## src/rtl/bit_ctrl_pkg.sv

```systemverilog
// Shared definitions for the bit_ctrl block.
// Latency: n/a (constants and a pure function only).
// Backpressure: n/a.
// Contents: 3-bit opcode encodings, status-byte bit positions, popcount helper.
package bit_ctrl_pkg;

    localparam logic [2:0] OP_LOAD = 3'd0;
    localparam logic [2:0] OP_SET  = 3'd1;
    localparam logic [2:0] OP_CLR  = 3'd2;
    localparam logic [2:0] OP_TOG  = 3'd3;
    localparam logic [2:0] OP_ROL  = 3'd4;
    localparam logic [2:0] OP_ROR  = 3'd5;
    localparam logic [2:0] OP_AND  = 3'd6;
    localparam logic [2:0] OP_XOR  = 3'd7;

    // Status byte layout: {Z, P, T, 0, CNT[3:0]}
    localparam int ST_Z   = 7;
    localparam int ST_P   = 6;
    localparam int ST_T   = 5;
    localparam int ST_CNT = 0;

    function automatic logic [3:0] popcount8(input logic [7:0] v);
        logic [3:0] cnt;
        cnt = 4'd0;
        for (int i = 0; i < 8; i++) begin
            cnt = cnt + {3'd0, v[i]};
        end
        return cnt;
    endfunction

endpackage

```

## src/rtl/bit_ctrl_alu.sv

```systemverilog
// Bit-manipulation datapath: computes the next register value and the tested bit.
// Latency: purely combinational, zero cycles.
// Backpressure: none; result is valid whenever inputs are.
// Ports: r (current R), d (operand), op, idx -> r_next, tested_bit (= r[idx]).
module bit_ctrl_alu
    import bit_ctrl_pkg::*;
(
    input  logic [7:0] r,
    input  logic [7:0] d,
    input  logic [2:0] op,
    input  logic [2:0] idx,
    output logic [7:0] r_next,
    output logic       tested_bit
);

    logic [7:0]  one_hot;
    logic [15:0] dbl_l;
    logic [15:0] dbl_r;

    always_comb begin
        one_hot = 8'd1 << idx;
        // Rotation by shifting a doubled copy: the wrapped bits fall out of
        // the neighbouring half, so idx=0 naturally leaves R unchanged.
        dbl_l   = {r, r} << idx;
        dbl_r   = {r, r} >> idx;
        r_next  = r;
        unique case (op)
            OP_LOAD: r_next = d;
            OP_SET:  r_next = r | one_hot;
            OP_CLR:  r_next = r & ~one_hot;
            OP_TOG:  r_next = r ^ one_hot;
            OP_ROL:  r_next = dbl_l[15:8];
            OP_ROR:  r_next = dbl_r[7:0];
            OP_AND:  r_next = r & d;
            OP_XOR:  r_next = r ^ d;
            default: r_next = r;
        endcase
    end

    assign tested_bit = r[idx];

endmodule

```

## src/rtl/bit_ctrl.sv

```systemverilog
// Strobed 8-bit bit-manipulation register with a status view (popcount/parity/zero/tested bit).
// Latency: a command fires on the clock edge where the strobe first rises; new R is visible right after it.
// Backpressure: none; a held strobe executes once, re-arm needs strobe low for at least one clock.
// Ports: clk, rst_n (async active-low), ena, ui_in {strobe, op[2:0], view_sel, idx[2:0]},
//        uio_in (operand D), uo_out (R or status), uio_out/uio_oe tied low.
module bit_ctrl
    import bit_ctrl_pkg::*;
(
    input  logic       clk,
    input  logic       rst_n,
    input  logic       ena,
    input  logic [7:0] ui_in,
    input  logic [7:0] uio_in,
    output logic [7:0] uio_out,
    output logic [7:0] uio_oe,
    output logic [7:0] uo_out
);

    logic       strobe;
    logic [2:0] op;
    logic       view_sel;
    logic [2:0] idx;

    logic [7:0] r_q;
    logic       stb_q;
    logic       t_q;

    logic       fire;
    logic [7:0] r_next;
    logic       tested_bit;
    logic [7:0] status;

    assign strobe   = ui_in[7];
    assign op       = ui_in[6:4];
    assign view_sel = ui_in[3];
    assign idx      = ui_in[2:0];

    // stb_q only advances while enabled, so raising ena with strobe already
    // high fires only if the strobe was seen low the last time we were enabled.
    assign fire = ena & strobe & ~stb_q;

    bit_ctrl_alu u_alu (
        .r          (r_q),
        .d          (uio_in),
        .op         (op),
        .idx        (idx),
        .r_next     (r_next),
        .tested_bit (tested_bit)
    );

    always_ff @(posedge clk or negedge rst_n) begin
        if (!rst_n) begin
            r_q   <= 8'h00;
            stb_q <= 1'b0;
            t_q   <= 1'b0;
        end else if (ena) begin
            stb_q <= strobe;
            if (fire) begin
                r_q <= r_next;
                t_q <= tested_bit;
            end
        end
    end

    always_comb begin
        status               = 8'h00;
        status[ST_Z]         = (r_q == 8'h00);
        status[ST_P]         = ^r_q;
        status[ST_T]         = t_q;
        status[ST_CNT +: 4]  = popcount8(r_q);
    end

    assign uo_out  = view_sel ? status : r_q;
    assign uio_out = 8'h00;
    assign uio_oe  = 8'h00;

endmodule

```

## config.mk

```make
export PLATFORM = sky130hd
export DESIGN_NAME = bit_ctrl
export DESIGN_NICKNAME = d
export VERILOG_FILES = /design/src/rtl/bit_ctrl_pkg.sv /design/src/rtl/bit_ctrl_alu.sv /design/src/rtl/bit_ctrl.sv
export SDC_FILE = /design/constraint.sdc
export NUM_CORES = 1
export LEC_CHECK = 0
export CAP_MARGIN = 10
export CORE_MARGIN = 2
export CORE_UTILIZATION = 57
export CTS_CLUSTER_DIAMETER = 200
export DETAILED_ROUTE_END_ITERATION = 10
export PLACE_DENSITY_LB_ADDON = 0.12
export SETUP_SLACK_MARGIN = 0.15
export SYNTH_ARGS = -nofsm -noshare
export SYNTH_HDL_FRONTEND = slang
export SYNTH_SLANG_ARGS = --single-unit
```

## constraint.sdc

```tcl
create_clock -name clk -period 8.14 [get_ports clk]
set_input_delay 0.814 -clock clk [delete_from_list [all_inputs] [get_ports clk]]
set_output_delay 0.814 -clock clk [all_outputs]
set_load 0.02 [all_outputs]
```

* Yosys cells after proc, flatten, opt, wreduce, memory -nomap -nowiden
Index checks and enable logic that the tools add are counted.
** Storage, ports and cells
- Flip-flop bits (word level) :: 10
- Word-level logic and storage cells :: 38
- Output and inout bits :: 24
** Cells by class
- Bitwise logic cells :: 9
- Magnitude comparators :: 1
- Reductions and logical operators :: 4
- Shifts and indexed selects :: 3
- Eq/ne operators :: 7
- Mux-type cells :: 4
- $add $sub $neg :: 7
** Operators by type and width (count)
- one-hot mux 8 bit (8 select lines) :: 1
- adder 4 x 1 -> 4 bit :: 4
- AND 8 bit :: 2
- << shifter 16 x 3 -> 16 bit :: 1
- >> shifter 16 x 3 -> 8 bit :: 1
- XOR 8 bit :: 2
- == test 3 bit, second input constant :: 4
- zero test 8 bit :: 1
- 2-to-1 mux 8 bit :: 1
- NOT 8 bit :: 1
- OR 8 bit :: 1
- XOR reduction 8 bit :: 1
- << shifter 1 x 3 -> 8 bit, first input constant :: 1
- == test 3 x 2 -> 1 bit, second input constant :: 2
- adder 3 x 1 -> 4 bit :: 1
- < comparator 3 x 4 -> 1 bit, second input constant :: 1
- adder 2 x 1 -> 3 bit :: 1
- binary-select mux 1 bit (select 3 bit) :: 1
- == test 3 x 1 -> 1 bit, second input constant :: 1
- zero test 3 bit :: 1
- adder 1 x 1 -> 2 bit :: 1
- AND 1 bit :: 2
- AND reduction 2 bit :: 1
- 2-to-1 mux 1 bit :: 1
- NOT 1 bit :: 1

* Logic depth before layout (Yosys ltp)
Gate-level depths: netlist of the first run.
- Depth in word-level cells :: 8
- Depth in mapped cells :: 11
- Gate-level depth less buffers :: 11

* Hierarchy
Synthesis of the first run repeated with hierarchy kept, for this count alone.
** Second synthesis, totals
- Cells, all modules :: 262
- Area, all modules :: 2198.4 um2
** Modules (own cells, without submodules)
- bit_ctrl_alu :: cells an instance 178, times used 1, area each 1352.5 um2, seq. area each 0.0 um2
- bit_ctrl :: cells an instance 84, times used 1, area each 845.8 um2, seq. area each 250.2 um2

* Worst setup path after synthesis of the first run
No wires, ideal clock.
- Path kind :: register -> output
- Start :: register r_q[0]
- End :: output port uo_out[1]
- Stages on the path, launching flop included :: 10
- Data required time :: 7.326 ns
- Arrival :: 2.918 ns
- Path slack :: 4.408 ns
- Path buffers :: 0
- Cells stage by stage :: dfrtp_1 -> fa_1 -> inv_1 -> fa_1 -> fa_1 -> inv_1 -> ha_1 -> inv_1 -> fa_1 -> a21oi_1
** Between the ends
- Cells in the longest elaborated chain, start to end :: 8
** RTL lines
- start: declaration :: line bit_ctrl.sv:24 : logic [7:0] r_q;
- start signal: assignment :: line bit_ctrl.sv:59 : r_q <= r_next;
- adder 1 x 1 -> 2 bit :: line bit_ctrl_pkg.sv:26 : cnt = cnt + {3'd0, v[i]};
- adder 2 x 1 -> 3 bit :: line bit_ctrl_pkg.sv:26
- adder 3 x 1 -> 4 bit :: line bit_ctrl_pkg.sv:26
- adder 4 x 1 -> 4 bit (4 in series) :: line bit_ctrl_pkg.sv:26
- 2-to-1 mux 8 bit :: line bit_ctrl.sv:73 : assign uo_out = view_sel ? status : r_q;
- end: declaration :: line bit_ctrl.sv:16 : output logic [7:0] uo_out
No other way between the ends.

* Worst setup path after layout of the first run
- Start :: register r_q[0]
- End :: output port uo_out[2]
The elaborated chain is that of the path after synthesis.

==> results of run 1 <==
[cells by family after synthesis]
group / Yosys count / synth area share, %
adder cells (fa/ha/maj): 11 / 8.01
AO/OA/AOI/OAI: 83 / 25.3
buffers and inverters: 60 / 15.5
AND/OR/NAND/NOR: 69 / 19.0
XOR/XNOR: 10 / 4.19
multiplexers: 20 / 15.8
other: 1 / 0.179
flip-flops: 10 / 12.0
[layout make-up]
cell class / instances / area (um2) / share of cell area [%]
Multi-Input combinational cell: 209 / 1570 / 68.3
Timing Repair Buffer: 31 / 298 / 12.9
Sequential cell: 10 / 250 / 10.9
Inverter: 18 / 67.6 / 2.93
Tap cell: 48 / 60.1 / 2.61
Clock buffer: 4 / 55.1 / 2.39
[power groups by stage]
| stage | Clock [W] | Combinational [W] | Sequential, W |
|---|---|---|---|
| global placement | 0 | 0.000303 | 0.0000855 |
| CTS | 0.0000684 | 0.000308 | 0.0000858 |
| detailed placement | 0 | 0.000307 | 0.0000875 |
| floorplan | 0 | 0.000246 | 0.0000651 |
| global route | 0.0000715 | 0.000339 | 0.0000894 |
| finish | 0.0000669 | 0.000309 | 0.0000876 |
[synth_stat cells (4+ instances only)]
library cell | count | area (um2)
o21ai_0 | 12 | 60.1
xnor2_1 | 10 | 87.6
buf_4 | 18 | 135
fa_1 | 4 | 80.1
mux2_2 | 4 | 45.0
nor2b_1 | 4 | 25.0
o2111ai_1 | 5 | 43.8
buf_2 | 13 | 65.1
nand3_1 | 4 | 20.0
o22ai_1 | 11 | 68.8
clkbuf_1 | 9 | 33.8
a22oi_1 | 4 | 30.0
a21oi_1 | 26 | 130
ha_1 | 7 | 87.6
a31oi_1 | 5 | 31.3
dfrtp_1 | 10 | 250
nand2_1 | 21 | 78.8
mux4_2 | 10 | 225
nor2_1 | 15 | 56.3
inv_1 | 17 | 63.8
mux2i_1 | 5 | 50.1
[sequential cells by signal (all words and copies together) (netlist names)]
register and flops:
r_q 8, t_q 1, stb_q 1
[per-layer routing]
metal / global-route usage (%) / up-vias
met3: 5.21 / 14
met4: 8.78 / 0
met2: 44.4 / 126
met5: 0 / -
met1: 41.8 / 955
li1: - / 959
[critical path, stage by stage, from the launching register on]
cell and delay [ps]:
dfrtp_1 500, fa_1 590, inv_1 50, fa_1 500
fa_1 410, inv_1 60, ha_1 150, inv_1 50
fa_1 370, xnor2_1 140, nand2_1 60, o21ai_0 90
clkdlybuf4s50_1 630
[worst paths after layout]
kind	startpoint	endpoint	slack [ps]	cells after the start
setup / recovery	r_q[0]	uo_out[2]	3470	12
hold / removal	t_q	t_q	490	2
setup reg to reg	r_q[4]	r_q[7]	6350	5
hold reg to reg	t_q	t_q	490	2
max in group asynchronous	rst_n	r_q[3]	6840	1
min in group asynchronous	rst_n	r_q[0]	930	1
[layout by cell type, fill, tap and decap left out, drive strengths merged, types with 2 or more instances in the layout]
cell type	Yosys	final
a21oi	26	26
clkdlybuf4s50	0	26
nand2	21	21
inv	18	18
conb	1	16
nor2	15	15
o21ai	14	14
o22ai	11	11
xnor2	10	10
mux4	10	10
dfrtp	10	10
ha	7	7
mux2i	5	5
a31oi	5	5
o2111ai	5	5
buf	33	5
mux2	5	5
nor2b	4	4
nand3	4	4
a22oi	4	4
fa	4	4
clkbuf	9	4
nor4b	4	4
nand3b	3	3
a211oi	3	3
o22a	3	3
nor4bb	2	2
nand2b	2	2
nand4b	2	2
nor3	2	2
a221oi	2	2
a22o	2	2
o211ai	2	2
or3	2	2
[metrics by stage]
step	area, um2	power (W)	hold slack, ps	util (%)	worst slack [ps]
4_1_cts	2300	0.000462	495	63.9	3470
6_report	2300	0.000463	493	63.9	3470
5_1_grt	2300	0.000500	546	63.9	3300
3_3_place_gp	2250	0.000389	461	62.4	3790
2_1_floorplan	2150	0.000311	446	-	4410
3_5_place_dp	2250	0.000394	481	62.4	3740
==> impl_metrics.env, run 1 <==
export IMPL_grt_max_degree=37
export IMPL_fill_cells=338
export IMPL_yosys_warnings=0
export IMPL_cts_hold_buf=0
export IMPL_rows=22
export IMPL_met3WireLength_um=542
export IMPL_cts_sinks=10
export IMPL_avgRoutedWirePerCell_um=17.6
export IMPL_cts_tree="built"
export IMPL_async_flop_share_pct=100
export IMPL_diodes=0
export IMPL_switchingPower_w=0.000212
export IMPL_drc=0
export IMPL_path_class="flip-flop to output pin"
export IMPL_grt_usage_pct=29.1
export IMPL_cts_max_level=1
export IMPL_hold_viol_final=0
export IMPL_clockBufferDepth=2
export IMPL_ys_ff_latch=10
export IMPL_min_period_over_period_pct=57.4
export IMPL_syn_inst=264
export IMPL_status="complete, no violations"
export IMPL_path_clk_slew_ps=60
export IMPL_swShare_pct=45.8
export IMPL_routed_top_layer="met4"
export IMPL_antenna_found_initial=0
export IMPL_postCtsSetupBuffers=0
export IMPL_cts_resized_gates=0
export IMPL_seq_area_frac_synth_pct=12.0
export IMPL_firstDrtPassIters=5
export IMPL_grt_pass1_vias=1826
export IMPL_numCtsBuffers=3
export IMPL_cp_required_ps=7330
export IMPL_ant_nets=0
export IMPL_clkPwrFrac_pct=14.4
export IMPL_maxSlewHeadroom_pct=33.6
export IMPL_period_needed_ps=4670
export IMPL_io_pins=43
export IMPL_cts_root_buf="clkbuf_8"
export IMPL_arrival_ps=3860
export IMPL_wl_met1_um=2440
export IMPL_drive_gt1_share_pct=10.7
export IMPL_final_cells=320
export IMPL_critPathMaxFanout=11
export IMPL_clk_latency_ps=250
export IMPL_core_mm2=0.00361
export IMPL_p_leak_nw=0.882
export IMPL_skew_ps=3.68
export IMPL_place_congestion=0.924
export IMPL_max_cap_violations=0
export IMPL_die_h_um=64.6
export IMPL_nNetsFinal=303
export IMPL_synth_area_per_cell_um2=7.92
export IMPL_min_path_type="flip-flop to flip-flop"
export IMPL_setup_worst_path_start_class="flip-flop"
export IMPL_synth_edff_count=0
export IMPL_grt_setup_unrepaired="no"
export IMPL_io_buffers=26
export IMPL_endpoint_kind="output pin"
export IMPL_drt_wl_total_um=5640
export IMPL_synth_area_mm2=0.00209
export IMPL_setup_violations=0
export IMPL_met2_length_um=2550
export IMPL_overflow=0
export IMPL_synth_main_ff_cell="dfrtp_1"
export IMPL_finalMaxSlewViolations=0
export IMPL_grt_pass1_wl_um=9390
export IMPL_die_area_mm2=0.00417
export IMPL_vias_per_cell=6.42
export IMPL_power_per_cell_area_mw_per_mm2=201
export IMPL_via_count=2054
export IMPL_dp_hpwl_um=4130
export IMPL_die_x_um=64.6
export IMPL_yosysUniqueCellTypes=54
export IMPL_seqPwrFrac_pct=18.9
export IMPL_start_util_pct=58.0
export IMPL_peakVddDrop_uv=126
export IMPL_syn_to_final_growth_pct=10.2
export IMPL_tns_ps=0
export IMPL_fmax_ghz=0.214
export IMPL_tightest_slew_ps=983
export IMPL_placed_cells=316
export IMPL_p_int_w=0.000251
export IMPL_combPwrFrac_pct=66.7
export IMPL_drt_iter0_markers=196
No activity file was read; power rests on OpenSTA's default activity.
==> run 2: changes to the inputs <==
--- a/config.mk
+++ b/config.mk
@@ -7,7 +7,7 @@
 export LEC_CHECK = 0
 export CAP_MARGIN = 10
 export CORE_MARGIN = 2
-export CORE_UTILIZATION = 57
+export CORE_UTILIZATION = 53
 export CTS_CLUSTER_DIAMETER = 200
 export DETAILED_ROUTE_END_ITERATION = 10
 export PLACE_DENSITY_LB_ADDON = 0.12
==> constraint.sdc (replaced) <==
create_clock -name clk -period 4.9 [get_ports clk]
set_input_delay 0.49 -clock clk [delete_from_list [all_inputs] [get_ports clk]]
set_output_delay 0.49 -clock clk [all_outputs]
set_load 0.02 [all_outputs]
==> impl_metrics.env, run 2 (synthesized netlist as in run 1, its figures left out) <==
export IMPL_cp_required_ps=4410
export IMPL_placed_cells=316
export IMPL_min_path_type="flip-flop to flip-flop"
export IMPL_reg_top3="r_q (8), stb_q (1), t_q (1)"
export IMPL_peakVddDrop_uv=171
export IMPL_mostFrequentLayoutCells="a21oi_1, clkdlybuf4s50_1, nand2_1"
export IMPL_dp_hpwl_um=4380
export IMPL_met3WireLength_um=679
export IMPL_core_mm2=0.00372
export IMPL_r2r_end="r_q[5]"
export IMPL_met2_length_um=2710
export IMPL_routed_top_layer="met4"
export IMPL_grt_pass1_wl_um=9420
export IMPL_postCtsSetupBuffers=0
export IMPL_cts_hold_buf=0
export IMPL_status="complete, no violations"
export IMPL_cpMaxStageDelayCell="clkdlybuf4s50_1"
export IMPL_r2r_start="stb_q"
export IMPL_grt_pass1_vias=1889
export IMPL_via_count=2127
export IMPL_cts_root_buf="clkbuf_8"
export IMPL_final_cell_area_mm2=0.00229
export IMPL_antenna_found_initial=0
export IMPL_hold_ws_ps=470
export IMPL_cts_sinks=10
export IMPL_final_cells=319
export IMPL_syn_to_final_growth_pct=9.51
export IMPL_placed_cell_area_mm2=0.00225
export IMPL_drt_iter0_markers=217
export IMPL_drive_gt1_share_pct=10.3
export IMPL_skew_ps=3.16
export IMPL_overflow=0
export IMPL_cts_tree="built"
export IMPL_clk_latency_ps=250
export IMPL_hold_viol_final=0
export IMPL_drc=0
export IMPL_arrival_ps=3880
export IMPL_reg2reg_depth=3
export IMPL_rrSetupSlack_ps=2920
export IMPL_start_util_pct=56.3
export IMPL_fmax_ghz=0.229
export IMPL_clockBufferDepth=2
export IMPL_min_from="t_q"
export IMPL_largest_reg_flops=8
export IMPL_critPathMaxStageDelay_ps=630
export IMPL_maxSlewHeadroom_pct=29.7
export IMPL_die_h_um=66.8
export IMPL_critPathMaxFanout=11
export IMPL_avgRoutedWirePerCell_um=18.7
export IMPL_finalMaxSlewViolations=0
export IMPL_cts_max_level=1
export IMPL_period_needed_ps=4370
export IMPL_ant_nets=0
export IMPL_cts_resized_gates=0
export IMPL_io_pins=43
export IMPL_die_x_um=66.8
export IMPL_top_register="r_q"
export IMPL_rows=22
export IMPL_numCtsBuffers=3
export IMPL_min_path_cells=2
export IMPL_power_per_cell_area_mw_per_mm2=329
export IMPL_tightest_slew_ps=1040
export IMPL_die_area_mm2=0.00447
export IMPL_holdPathEnd="t_q"
export IMPL_path_clk_slew_ps=60
export IMPL_critPathBufInv=4
export IMPL_cpMostUsedCell="fa_1"
export IMPL_wl_met1_um=2410
export IMPL_grt_setup_unrepaired="no"
export IMPL_path_class="flip-flop to output pin"
export IMPL_vias_per_cell=6.67
export IMPL_cp_top_family="adder cells"
export IMPL_grt_max_degree=20
export IMPL_p_leak_nw=0.874
export IMPL_io_buffers=26
export IMPL_tns_ps=0
export IMPL_diodes=0
export IMPL_drt_wl_total_um=5970
export IMPL_firstDrtPassIters=5
export IMPL_endpoint_kind="output pin"
export IMPL_setup_worst_path_start_class="flip-flop"
export IMPL_max_cap_violations=0
export IMPL_grt_usage_pct=28.2
export IMPL_path_cells="fa_1, inv_1, fa_1, fa_1, inv_1, ha_1, inv_1, fa_1, xnor2_1, nand2_1, o21ai_0, clkdlybuf4s50_1"
export IMPL_fill_cells=346
export IMPL_fin_util_pct=61.6
export IMPL_setup_violations=0
export IMPL_place_congestion=0.929
export IMPL_min_period_over_period_pct=89.2
export IMPL_nNetsFinal=303
## run 2: layer usage
layer | vias to the layer above | GRT usage, %
met5 | - | 0
met2 | 158 | 44.0
met3 | 20 | 4.05
li1 | 960 | -
met4 | 0 | 13.0
met1 | 989 | 38.3
## run 2: through the flow
stage	total power (W)	worst slack (ps)
floorplan	0.000517	1490
global placement	0.000647	861
detailed placement	0.000655	781
CTS	0.000751	515
global route	0.000826	339
finish	0.000754	529
## run 2: tightest hold or removal path, stage by stage (launching register included)
cell	delay (ps)
dfrtp_1	340
nand2_1	50
nand2_1	50
## run 2: how the worst max path moves through the flow
stage	cells past startpoint	end	startpoint	slack, ps
floorplan	9	uo_out[1]	r_q[0]	1490
global placement	12	uo_out[2]	r_q[0]	860
detailed placement	12	uo_out[2]	r_q[0]	780
CTS	12	uo_out[2]	r_q[0]	510
global route	12	uo_out[2]	r_q[0]	340
finish	12	uo_out[2]	r_q[0]	530
## run 2: report_power, final
part | switching [W] | total (W) | internal [W]
combinational | 0.000266 | 0.000513 | 0.000247
sequential | 0.0000490 | 0.000148 | 0.0000985
clock | 0.0000392 | 0.0000936 | 0.0000544
## run 2: final cells by class
cell class / count / area, um2 / share of cell area, %
Sequential cell: 10 / 250 / 10.9
Multi-Input combinational cell: 209 / 1570 / 68.7
Inverter: 18 / 67.6 / 2.95
Timing Repair Buffer: 31 / 298 / 13.0
Tap cell: 48 / 60.1 / 2.62
Clock buffer: 3 / 41.3 / 1.80
